==> src/rtl/seq_divider_if.sv <==
// Start/valid handshake between the control sequencer (master) and the
// sequential divider (slave).
interface seq_divider_if #(
    parameter int WIDTH = 4
);
    logic             start;
    logic [WIDTH-1:0] dividend;
    logic [WIDTH-1:0] divisor;
    logic             busy;
    logic             valid;
    logic [WIDTH-1:0] quotient;
    logic [WIDTH-1:0] remainder;
    logic             divzero;

    modport master (
        output start, dividend, divisor,
        input  busy, valid, quotient, remainder, divzero
    );

    modport slave (
        input  start, dividend, divisor,
        output busy, valid, quotient, remainder, divzero
    );
endinterface

==> src/rtl/seq_divider.sv <==
// Sequential unsigned divider: restoring shift-and-subtract, one quotient
// bit per clock. A zero divisor short-circuits straight to the result.
module seq_divider #(
    parameter int WIDTH = 4
) (
    input  logic          i_clk,
    input  logic          i_reset,
    seq_divider_if.slave  bus
);
    localparam int CNT_W = (WIDTH > 2) ? $clog2(WIDTH) : 1;

    typedef enum logic [1:0] {
        S_IDLE,
        S_CALC,
        S_DONE
    } state_t;

    state_t             r_state;
    state_t             w_next_state;
    logic               w_busy;
    logic               w_valid;
    logic               w_accept;

    // The partial remainder is kept WIDTH bits wide: after every restoring
    // step it is below the divisor, so its extra top bit is always zero.
    logic [WIDTH-1:0]   r_rem;
    logic [WIDTH-1:0]   r_quo;
    logic [WIDTH-1:0]   r_div;
    logic [CNT_W-1:0]   r_cnt;

    logic [WIDTH-1:0]   r_quotient;
    logic [WIDTH-1:0]   r_remainder;
    logic               r_divzero;

    logic [WIDTH:0]     w_rem_shift;
    logic [WIDTH:0]     w_trial;
    logic               w_trial_ok;
    logic [WIDTH-1:0]   w_rem_next;
    logic [WIDTH-1:0]   w_quo_next;
    logic               w_last;

    // One restoring step: shift in the next dividend bit, try subtracting
    // the divisor via two's complement, keep the difference if non-negative.
    always_comb begin
        w_rem_shift = {r_rem, r_quo[WIDTH-1]};
        w_trial     = w_rem_shift + ~{1'b0, r_div} + (WIDTH+1)'(1);
        w_trial_ok  = ~w_trial[WIDTH];
        w_rem_next  = w_trial_ok ? w_trial[WIDTH-1:0] : w_rem_shift[WIDTH-1:0];
        w_quo_next  = {r_quo[WIDTH-2:0], w_trial_ok};
        w_last      = (r_cnt == CNT_W'(WIDTH - 1));
    end

    assign w_accept = bus.start && ((r_state == S_IDLE) || (r_state == S_DONE));

    // State register; reset wins over everything else.
    always_ff @(posedge i_clk) begin
        // NOTE: sequential state uses non-blocking assignments so every
        // register samples pre-edge values, independent of block order.
        if (i_reset) r_state <= S_IDLE;
        else         r_state <= w_next_state;
    end

    // Next-state decode and Moore outputs.
    always_comb begin
        // NOTE: every output gets a default first so no path leaves it
        // unassigned, which would otherwise infer a latch.
        w_next_state = r_state;
        w_busy       = 1'b0;
        w_valid      = 1'b0;
        case (r_state)
            S_IDLE: begin
                if (bus.start)
                    w_next_state = (bus.divisor == '0) ? S_DONE : S_CALC;
            end
            S_CALC: begin
                w_busy = 1'b1;
                if (w_last) w_next_state = S_DONE;
            end
            S_DONE: begin
                w_valid = 1'b1;
                if (bus.start)
                    w_next_state = (bus.divisor == '0) ? S_DONE : S_CALC;
                else
                    w_next_state = S_IDLE;
            end
            default: w_next_state = S_IDLE;
        endcase
    end

    // Datapath: operand capture, iteration, and result registers that hold
    // their value until the next result is loaded.
    always_ff @(posedge i_clk) begin
        if (i_reset) begin
            r_rem       <= '0;
            r_quo       <= '0;
            r_div       <= '0;
            r_cnt       <= '0;
            r_quotient  <= '0;
            r_remainder <= '0;
            r_divzero   <= 1'b0;
        end else if (w_accept) begin
            if (bus.divisor != '0) begin
                r_rem <= '0;
                r_quo <= bus.dividend;
                r_div <= bus.divisor;
                r_cnt <= '0;
            end else begin
                r_quotient  <= '1;
                r_remainder <= bus.dividend;
                r_divzero   <= 1'b1;
            end
        end else if (r_state == S_CALC) begin
            r_rem <= w_rem_next;
            r_quo <= w_quo_next;
            r_cnt <= r_cnt + CNT_W'(1);
            if (w_last) begin
                r_quotient  <= w_quo_next;
                r_remainder <= w_rem_next;
                r_divzero   <= 1'b0;
            end
        end
    end

    assign bus.busy      = w_busy;
    assign bus.valid     = w_valid;
    assign bus.quotient  = r_quotient;
    assign bus.remainder = r_remainder;
    assign bus.divzero   = r_divzero;
endmodule

==> src/flat_wrapper.sv <==
// flat-port wrapper written by rule: the top's interface ports become plain ports
module seq_divider_flat 
#(
    parameter int WIDTH = 4
)
  (i_clk, i_reset, bus_start, bus_dividend, bus_divisor, bus_busy, bus_valid, bus_quotient, bus_remainder, bus_divzero);
  seq_divider_if #(.WIDTH(WIDTH)) bus_i ();
  input  logic i_clk;
  input  logic i_reset;
  input wire logic [$bits(bus_i.start)-1:0] bus_start;
  input wire logic [$bits(bus_i.dividend)-1:0] bus_dividend;
  input wire logic [$bits(bus_i.divisor)-1:0] bus_divisor;
  output wire logic [$bits(bus_i.busy)-1:0] bus_busy;
  output wire logic [$bits(bus_i.valid)-1:0] bus_valid;
  output wire logic [$bits(bus_i.quotient)-1:0] bus_quotient;
  output wire logic [$bits(bus_i.remainder)-1:0] bus_remainder;
  output wire logic [$bits(bus_i.divzero)-1:0] bus_divzero;
  assign bus_i.start = bus_start;
  assign bus_i.dividend = bus_dividend;
  assign bus_i.divisor = bus_divisor;
  assign bus_busy = bus_i.busy;
  assign bus_valid = bus_i.valid;
  assign bus_quotient = bus_i.quotient;
  assign bus_remainder = bus_i.remainder;
  assign bus_divzero = bus_i.divzero;
  seq_divider #(.WIDTH(WIDTH)) u_core (.i_clk(i_clk), .i_reset(i_reset), .bus(bus_i));
endmodule
==> config.mk <==
export PLATFORM = sky130hd
export DESIGN_NAME = seq_divider_flat
export DESIGN_NICKNAME = d
export VERILOG_FILES = /design/src/rtl/seq_divider_if.sv /design/src/rtl/seq_divider.sv /design/src/flat_wrapper.sv
export SDC_FILE = /design/constraint.sdc
export NUM_CORES = 1
export LEC_CHECK = 0
export ABC_AREA = 1
export CORE_AREA = 2 2 54 56
export CTS_CLUSTER_DIAMETER = 40
export DETAILED_ROUTE_END_ITERATION = 12
export DIE_AREA = 0 0 56 58
export MAX_ROUTING_LAYER = met4
export PLACE_DENSITY_LB_ADDON = 0.12
export SYNTH_ARGS = -nofsm -noshare
export SYNTH_HDL_FRONTEND = slang
export SYNTH_SLANG_ARGS = --single-unit
==> constraint.sdc <==
create_clock -name i_clk -period 1.99 [get_ports i_clk]
set_input_delay 0.2985 -clock i_clk [delete_from_list [all_inputs] [get_ports i_clk]]
set_output_delay 0.2985 -clock i_clk [all_outputs]
set_load 0.01 [all_outputs]
Yosys cells after proc, flatten, opt, wreduce, memory -nomap -nowiden
Index checks and enable logic that the tools add are counted.

Register bits after elaboration: 25. Logic and storage cells: 60.

Add/subtract/negate cells: 3. Equal/unequal tests: 7. Multiplexer cells: 29. Bitwise gates (word level): 2. Reductions and logical operators: 11.

Operator list (count): 4-bit two-way mux (15); 2-bit two-way mux (7); 1-bit two-way mux (6); 2-bit != test (second input constant) (3); 2-bit one-hot mux with 3 select lines (1); 2-bit AND reduction (3); 5-bit by 1-bit adder with 5-bit output (second input constant) (1); 5-bit adder (1); 4-bit NOT with 5-bit output (1); 2-bit == test (second input constant) (2); 4-bit logical NOT (1); 2-bit nonzero test (2); 4-bit nonzero test (1); 3-bit AND reduction (1); 2-bit by 1-bit adder with 2-bit output (second input constant) (1); 2-bit by 1-bit == test with 1-bit output (second input constant) (1); 2-bit logical NOT (1); 2-bit by 1-bit != test with 1-bit output (second input constant) (1); 1-bit logical AND (1); 1-bit logical OR (1); 1-bit NOT (1).

Depth between registers and ports, before layout
Gate-level depths: netlist of the first run.

Depth in word-level cells: 7. Gate-level depth with buffers: 12. Gate-level depth less buffers: 12.

Worst setup path after synthesis of the first run
Ideal clock, no wire load.

Path type: register -> register. From: register u_core.r_quo[3]. To: register u_core.r_remainder[3], in the netlist u_core.bus.remainder[3]. Arrival time: 1452 ps. Data required time: 1881 ps. Setup slack: 429 ps. Stages on the path, launching flop included: 13. Buffers on the path: 0. Cells stage by stage: dfxtp_1 inv_1 ha_1 inv_1 fa_1 nand2_1 nand2_1 nand3_1 nand2_2 nand3_1 nand3_1 nand2_1 inv_1.

Longest elaborated chain between the ends: 6.

Ends and longest elaborated chain: start, declared (line seq_divider.sv:27) `logic [WIDTH-1:0] r_quo;`; start signal, assigned (line seq_divider.sv:104) `r_quo <= bus.dividend;`; start signal, assigned (line seq_divider.sv:114) `r_quo <= w_quo_next;`; 5-bit adder (line seq_divider.sv:46) `w_trial = w_rem_shift + ~{1'b0, r_div} + (WIDTH+1)'(1);`; 5-bit by 1-bit adder with 5-bit output (line seq_divider.sv:46); 4-bit two-way mux (line seq_divider.sv:48) `w_rem_next = w_trial_ok ? w_trial[WIDTH-1:0] : w_rem_shift[WIDTH-1:0];`; 4-bit two-way mux (line seq_divider.sv:116) `if (w_last) begin`; 4-bit two-way mux (line seq_divider.sv:112) `end else if (r_state == S_CALC) begin`; 4-bit two-way mux (line seq_divider.sv:101) `end else if (w_accept) begin`; end signal, assigned (line seq_divider.sv:109) `r_remainder <= bus.dividend;`; end signal, assigned (line seq_divider.sv:118) `r_remainder <= w_rem_next;`; end, declared (line seq_divider.sv:32) `logic [WIDTH-1:0] r_remainder;`.

Every way passes these cells. The select of a mux whose other input is x is not followed. A chain may end at the register's enable or synchronous reset.

Worst setup path after layout of the first run
From: register u_core.r_div[0]. To: register u_core.r_remainder[0], in the netlist u_core.bus.remainder[0].

Longest elaborated chain between the ends: 7.

Ends and longest elaborated chain: start, declared (line seq_divider.sv:28) `logic [WIDTH-1:0] r_div;`; start signal, assigned (line seq_divider.sv:105) `r_div <= bus.divisor;`; 4-bit NOT with 5-bit output (line seq_divider.sv:46); 5-bit adder (line seq_divider.sv:46); 5-bit by 1-bit adder with 5-bit output (line seq_divider.sv:46); 4-bit two-way mux (line seq_divider.sv:48); 4-bit two-way mux (line seq_divider.sv:116); 4-bit two-way mux (line seq_divider.sv:112); 4-bit two-way mux (line seq_divider.sv:101).

Every way passes these cells. The select of a mux whose other input is x is not followed.

==> flow_summary.ini, run 1 <==
[cts]
postCtsSetupRepairBufs = 0
cts_hold_buf = 0
cts_resized = 0
cts_made_buffers = 3
worstSkewPairLatency_ns = 0.32
clk_path_buf_depth = 2
cts_tree = built
cts.sinks = 25
htreeDepth = 1
clk_pin_slew_ns = 0.15
cts-root-buf = clkbuf_4

[sta]
whs_ns = 0.482
slew_headroom_pct = 74.2
fin_crit_sh_pct = 89.7
finClkSkew_ns = 0.0137
setup_tns_ns = 0
worst_slew_pin_slew_ns = 0.387
hold_violations = 0
rsz0062_at_grt = false
setup_viol = 0
max_freq_ghz = 0.560
min_period_ns = 1.79
drv_slew = 0

[detailed_routing]
wl_per_cell_um = 12.5
vias_per_cell = 5.11
via_count = 1195
top_layer = met4
wl_met1_um = 1380
drt-initial-drc-count = 90
wl_met2_um = 1340
dr.pass1.iters = 4
drc = 0
postRouteAntennaNets = 0
wl_um = 2930
dr_wl_met3_um = 140

[floorplan]
core_area_um2 = 2660
start_util_pct = 49.5
fp-row-count = 19
pin_count = 22
dieArea_um2 = 3250
fp.dieW_um = 56
die_h_um = 58

[global_routing]
grt_max_degree = 20
grt_pass1_vias = 1182
antenna_found_initial = 0
grt_use_total_pct = 20.5
overflow = 0
grt_pass1_wl_um = 5180

[power_and_ir_drop]
powerDensity_nw_per_um2 = 818
ir_drop_v = 0.000691
p_leak_uw = 0.000743
p_total_uw = 1290

[finish]
final-seq-area_um2 = 500
nNetsFinal = 221
fin_util_pct = 59.1
antenna_cells = 0
nFillCells = 246
design_area_um2 = 1570
drive_gt1_share_pct = 9.36
multi_input_area_um2 = 673
areaGrowthSynthToFinish_pct = 19.4

[worst_setup_path]
start_kind = flop
worst-path-max-fanout = 6
cp-end-kind = flop
cp.required_ns = 2.24
arrival_ns = 2.03
path_class = reg -> reg

[logic_synthesis]
syn_area_um2 = 1320
synth_fp_nets = 199
ys_warn_count = 0
yosysSeqAreaShare_pct = 38.0
postSynthCellCount = 182
ys_seq_elements = 25
avgSynthCellArea_um2 = 7.25
synthArstFlopShare_pct = 0
synth_edf_count = 0
synth_ff_type = dfxtp_1
synth_cell_types = 26

[placed_design]
place_congestion = 0.857
port_buffers = 21
dp_hpwl_um = 2270
post_dp_cell_area_um2 = 1550

[run]
drv_cap = 0

[min_path]
min_path_type = reg -> reg

[outcome]
outcome = completed
## area by class of cell
cell class,count,share of cell area (%)
multi-input combinational,123,42.8
sequential,25,31.8
timing repair buffer,22,13.8
inverter,29,7.39
tap,31,2.46
clock buffer,3,1.43
clock inverter,1,0.318
## path summary, 6_finish.rpt
kind | start | endpoint | slack [ns] | cells after the start
worst max-delay path | u_core.r_div[0]$_SDFFE_PP0P_ | u_core.bus.remainder[0]$_SDFFE_PP0P_ | 0.20 | 11
worst min-delay path | u_core.r_div[2]$_SDFFE_PP0P_ | u_core.r_div[2]$_SDFFE_PP0P_ | 0.48 | 2
worst max register to register | u_core.r_div[0]$_SDFFE_PP0P_ | u_core.bus.remainder[0]$_SDFFE_PP0P_ | 0.20 | 11
worst min register to register | u_core.r_div[2]$_SDFFE_PP0P_ | u_core.r_div[2]$_SDFFE_PP0P_ | 0.48 | 2
## power breakdown
part	internal (uW)	switching [uW]	total, uW
logic	184	268	453
registers	558	43.3	601
clock network	75.3	157	233
## cell usage in the layout, fill, tap and decap left out, types with 2 or more instances in the layout
master           count
a21oi_1             12
a31oi_1              3
clkbuf_4             3
clkdlybuf4s50_1     21
dfxtp_1             25
ha_1                 5
inv_1               26
nand2_1             25
nand2_2              3
nand2_4              3
nand3_1             23
nor2_1              24
o21ai_0             13
o21ai_2              2
o22ai_1              3
## registers in the layout, indices dropped and copies added (netlist names)
register and cells:
u_core.bus.quotient 4, u_core.bus.remainder 4, u_core.r_div 4, u_core.r_quo 4, u_core.r_rem 4, u_core.r_cnt 2, u_core.r_state 2, u_core.bus.divzero 1
## worst max-delay path, stage by stage (launching register included)
cell and delay, ns:
dfxtp_1 0.39, ha_1 0.15, inv_1 0.06, fa_1 0.42, nand2_1 0.09, nand2_1 0.07, nand3_1 0.09, nand2_2 0.11
nand3_1 0.11, nand3_1 0.10, nand2_1 0.08, inv_1 0.04
## routing by layer
metal  vias to the layer above  track usage (%)
met5                         -                -
met4                         0             8.16
met3                        10             4.69
met2                        38             32.4
met1                       515             25.7
li1                        632                -
## kinds of logic after synthesis
logic type | synth area share [%]
XOR/XNOR | 0.664
flip-flops | 38.0
AO/OA/AOI/OAI | 14.7
AND/OR/NAND/NOR | 29.4
adder cells (fa/ha/maj) | 6.26
buffers and inverters | 11.0
## synth_stat cells (2+ instances only)
cell type   n  share of area (%)
buf_2       2               0.76
nor2_1     24                6.8
o21ai_0    13                4.9
inv_1      26                7.4
nand2_4     3                2.6
o22ai_1     3                1.4
o21ai_2     2                1.3
nand2_2     3                1.4
nand2_1    25                7.1
ha_1        5                4.7
a21oi_1    12                4.6
a31oi_1     3                1.4
dfxtp_1    25                 38
clkbuf_1    2               0.57
nand3_1    23                8.7
## stage by stage
stage | setup WS (ns) | cells
after global routing | 0.0600 | 234
final | 0.205 | 234
after global placement | 0.231 | 230
after CTS | 0.217 | 234
after floorplan | 0.429 | 182
after detailed placement | 0.197 | 230
(Power assumes the default switching activity.)
==> run 2: changes to the inputs <==
==> constraint.sdc (replaced) <==
create_clock -name i_clk -period 1.99 [get_ports i_clk]
set_input_delay 0.597 -clock i_clk [delete_from_list [all_inputs] [get_ports i_clk]]
set_output_delay 0.597 -clock i_clk [all_outputs]
set_load 0.01 [all_outputs]
==> run 2 against run 1 <==
Worst hold slack better by 0.0088 ns; via count up 3.9%; routed wire length down 2.3%; flip-flop and latch count unchanged; largest power group unchanged; critical path depth down 8; combinational power up 1%; clock skew down 0.0070 ns; setup slack worse by 0.15 ns.
==> flow_summary.ini, run 2 (synthesis results as in run 1) <==
[floorplan]
start_util_pct = 49.5
pin_count = 22
dieArea_um2 = 3250
fp-row-count = 19
die_h_um = 58
core_area_um2 = 2660
fp.dieW_um = 56

[worst_setup_path]
crit_family = buffers and inverters
cp.required_ns = 1.39
crit_chain = inv_1 -> nor2_1 -> clkdlybuf4s50_1
worst-path-max-fanout = 2
worst-path-buf-inv = 2
reg2reg_from = u_core.r_quo[3]$_SDFFE_PP0P_
max_stage_delay_ns = 0.54
arrival_ns = 1.34
path_class = reg -> out
startpoint = u_core.r_state[1]$_SDFFE_PP0P_
cp-end-kind = output pin
crit_slowest_cell = clkdlybuf4s50_1
start_kind = flop

[cts]
cts_tree = built
htreeDepth = 1
clk_path_buf_depth = 2
postCtsSetupRepairBufs = 0
cts-root-buf = clkbuf_4
cts_made_buffers = 3
worstSkewPairLatency_ns = 0.32
cts.sinks = 25
clk_pin_slew_ns = 0.13

[finish]
multi_input_area_um2 = 673
antenna_cells = 0
final-seq-area_um2 = 503
drive_gt1_share_pct = 11.2
fin_util_pct = 60.1
nFillCells = 245
final_cell_mix = 26 x inv_1, 25 x nand2_1, 24 x nor2_1
nNetsFinal = 224
final_common_cell = inv_1
areaGrowthSynthToFinish_pct = 21.3
fin_cells = 237

[power_and_ir_drop]
p_total_uw = 1280
p_switching_uw = 456
swShare_pct = 35.5
power.internal_uw = 828
pwr-share-comb_pct = 35.7
p_leak_uw = 0.000770
seqPwrFrac_pct = 46.5
p_clk_share_pct = 17.7
powerDensity_nw_per_um2 = 802
ir_drop_v = 0.000485

[global_routing]
grt_max_degree = 20
grt_use_total_pct = 20.0
antenna_found_initial = 0
grt_pass1_wl_um = 4990
grt_pass1_vias = 1235
overflow = 0

[min_path]
hp-start = u_core.r_div[2]$_SDFFE_PP0P_
min_path_type = reg -> reg

[sta]
worst_slew_pin_slew_ns = 0.425
min_period_ns = 1.94
rsz0062_at_grt = false
finClkSkew_ns = 0.00675
fin_crit_sh_pct = 97.2
setup_viol = 0
max_freq_ghz = 0.517
setup_tns_ns = 0
slew_headroom_pct = 71.6
hold_violations = 0
drv_slew = 0
fin_ws_ns = 0.0549

[placed_design]
port_buffers = 21
dp_cells = 233
dpl_worst_slack_ns = 0.0483
dp_hpwl_um = 2200
place_congestion = 0.822

[detailed_routing]
postRouteAntennaNets = 0
wl_per_cell_um = 12.1
wl_um = 2870
drt-initial-drc-count = 37
via_count = 1242
dr.pass1.iters = 4
drc = 0
vias_per_cell = 5.24

[outcome]
outcome = completed

[run]
drv_cap = 0
## run 2: cell types whose count changed in the layout (fill, tap and decap cells not counted)
cell             change
buf_4                +3
dfxtp_1              -2
dfxtp_2              +2
clkbuf_1             +1
clkdlybuf4s50_1      -1
clkinv_2             -1
dlymetal6s2s_1       +1
## run 2: power by group through the flow
stage	clock network (uW)	logic, uW	registers [uW]
floorplan	0	313	608
global placement	0	443	607
detailed placement	0	457	608
CTS	236	461	597
global route	254	524	606
finish	228	459	597
## run 2: stage by stage
stage,cell area (um2),hold WS (ns)
after global routing,1600,0.515
after global placement,1570,0.468
after detailed placement,1570,0.472
after floorplan,1320,0.436
after CTS,1600,0.491
final,1600,0.491
## run 2: final cells by class
class / count / area share, %
Multi-Input combinational cell: 123 / 42.1
Sequential cell: 25 / 31.4
Timing Repair Buffer: 25 / 15.2
Inverter: 29 / 7.27
Tap cell: 31 / 2.42
Clock buffer: 4 / 1.64
## run 2: layer usage
layer	wire, um	global-route usage, %	share of wire, %	up-vias
met5	0	-	0	-
met4	71	9.52	2.5	0
met3	114	3.57	4.0	8
met2	1400	35.8	49	24
met1	1280	21.6	45	576
li1	-	-	-	634
## run 2: worst register-to-register path: stages (launching register included)
cell     delay, ns
dfxtp_1       0.35
inv_1         0.06
ha_1          0.13
inv_1         0.06
fa_1          0.41
nand2_1       0.09
nand2_1       0.07
nand3_1       0.09
nand2_2       0.12
nand3_1       0.13
nand3_1       0.08
nand2_1       0.07
inv_1         0.03
## run 2: worst paths after layout
check                                         end  slack, ns  cells past startpoint
min reg2reg          u_core.r_div[2]$_SDFFE_PP0P_       0.49                      2
min                  u_core.r_div[2]$_SDFFE_PP0P_       0.49                      2
max reg2reg  u_core.bus.remainder[3]$_SDFFE_PP0P_       0.22                     12
max                                     bus_valid       0.05                      3
## run 2: timing repair
item	CTS	global route
resized for setup	2	1
setup endpoints to repair	2	1
hold buffers	0	0
pin swaps	0	0
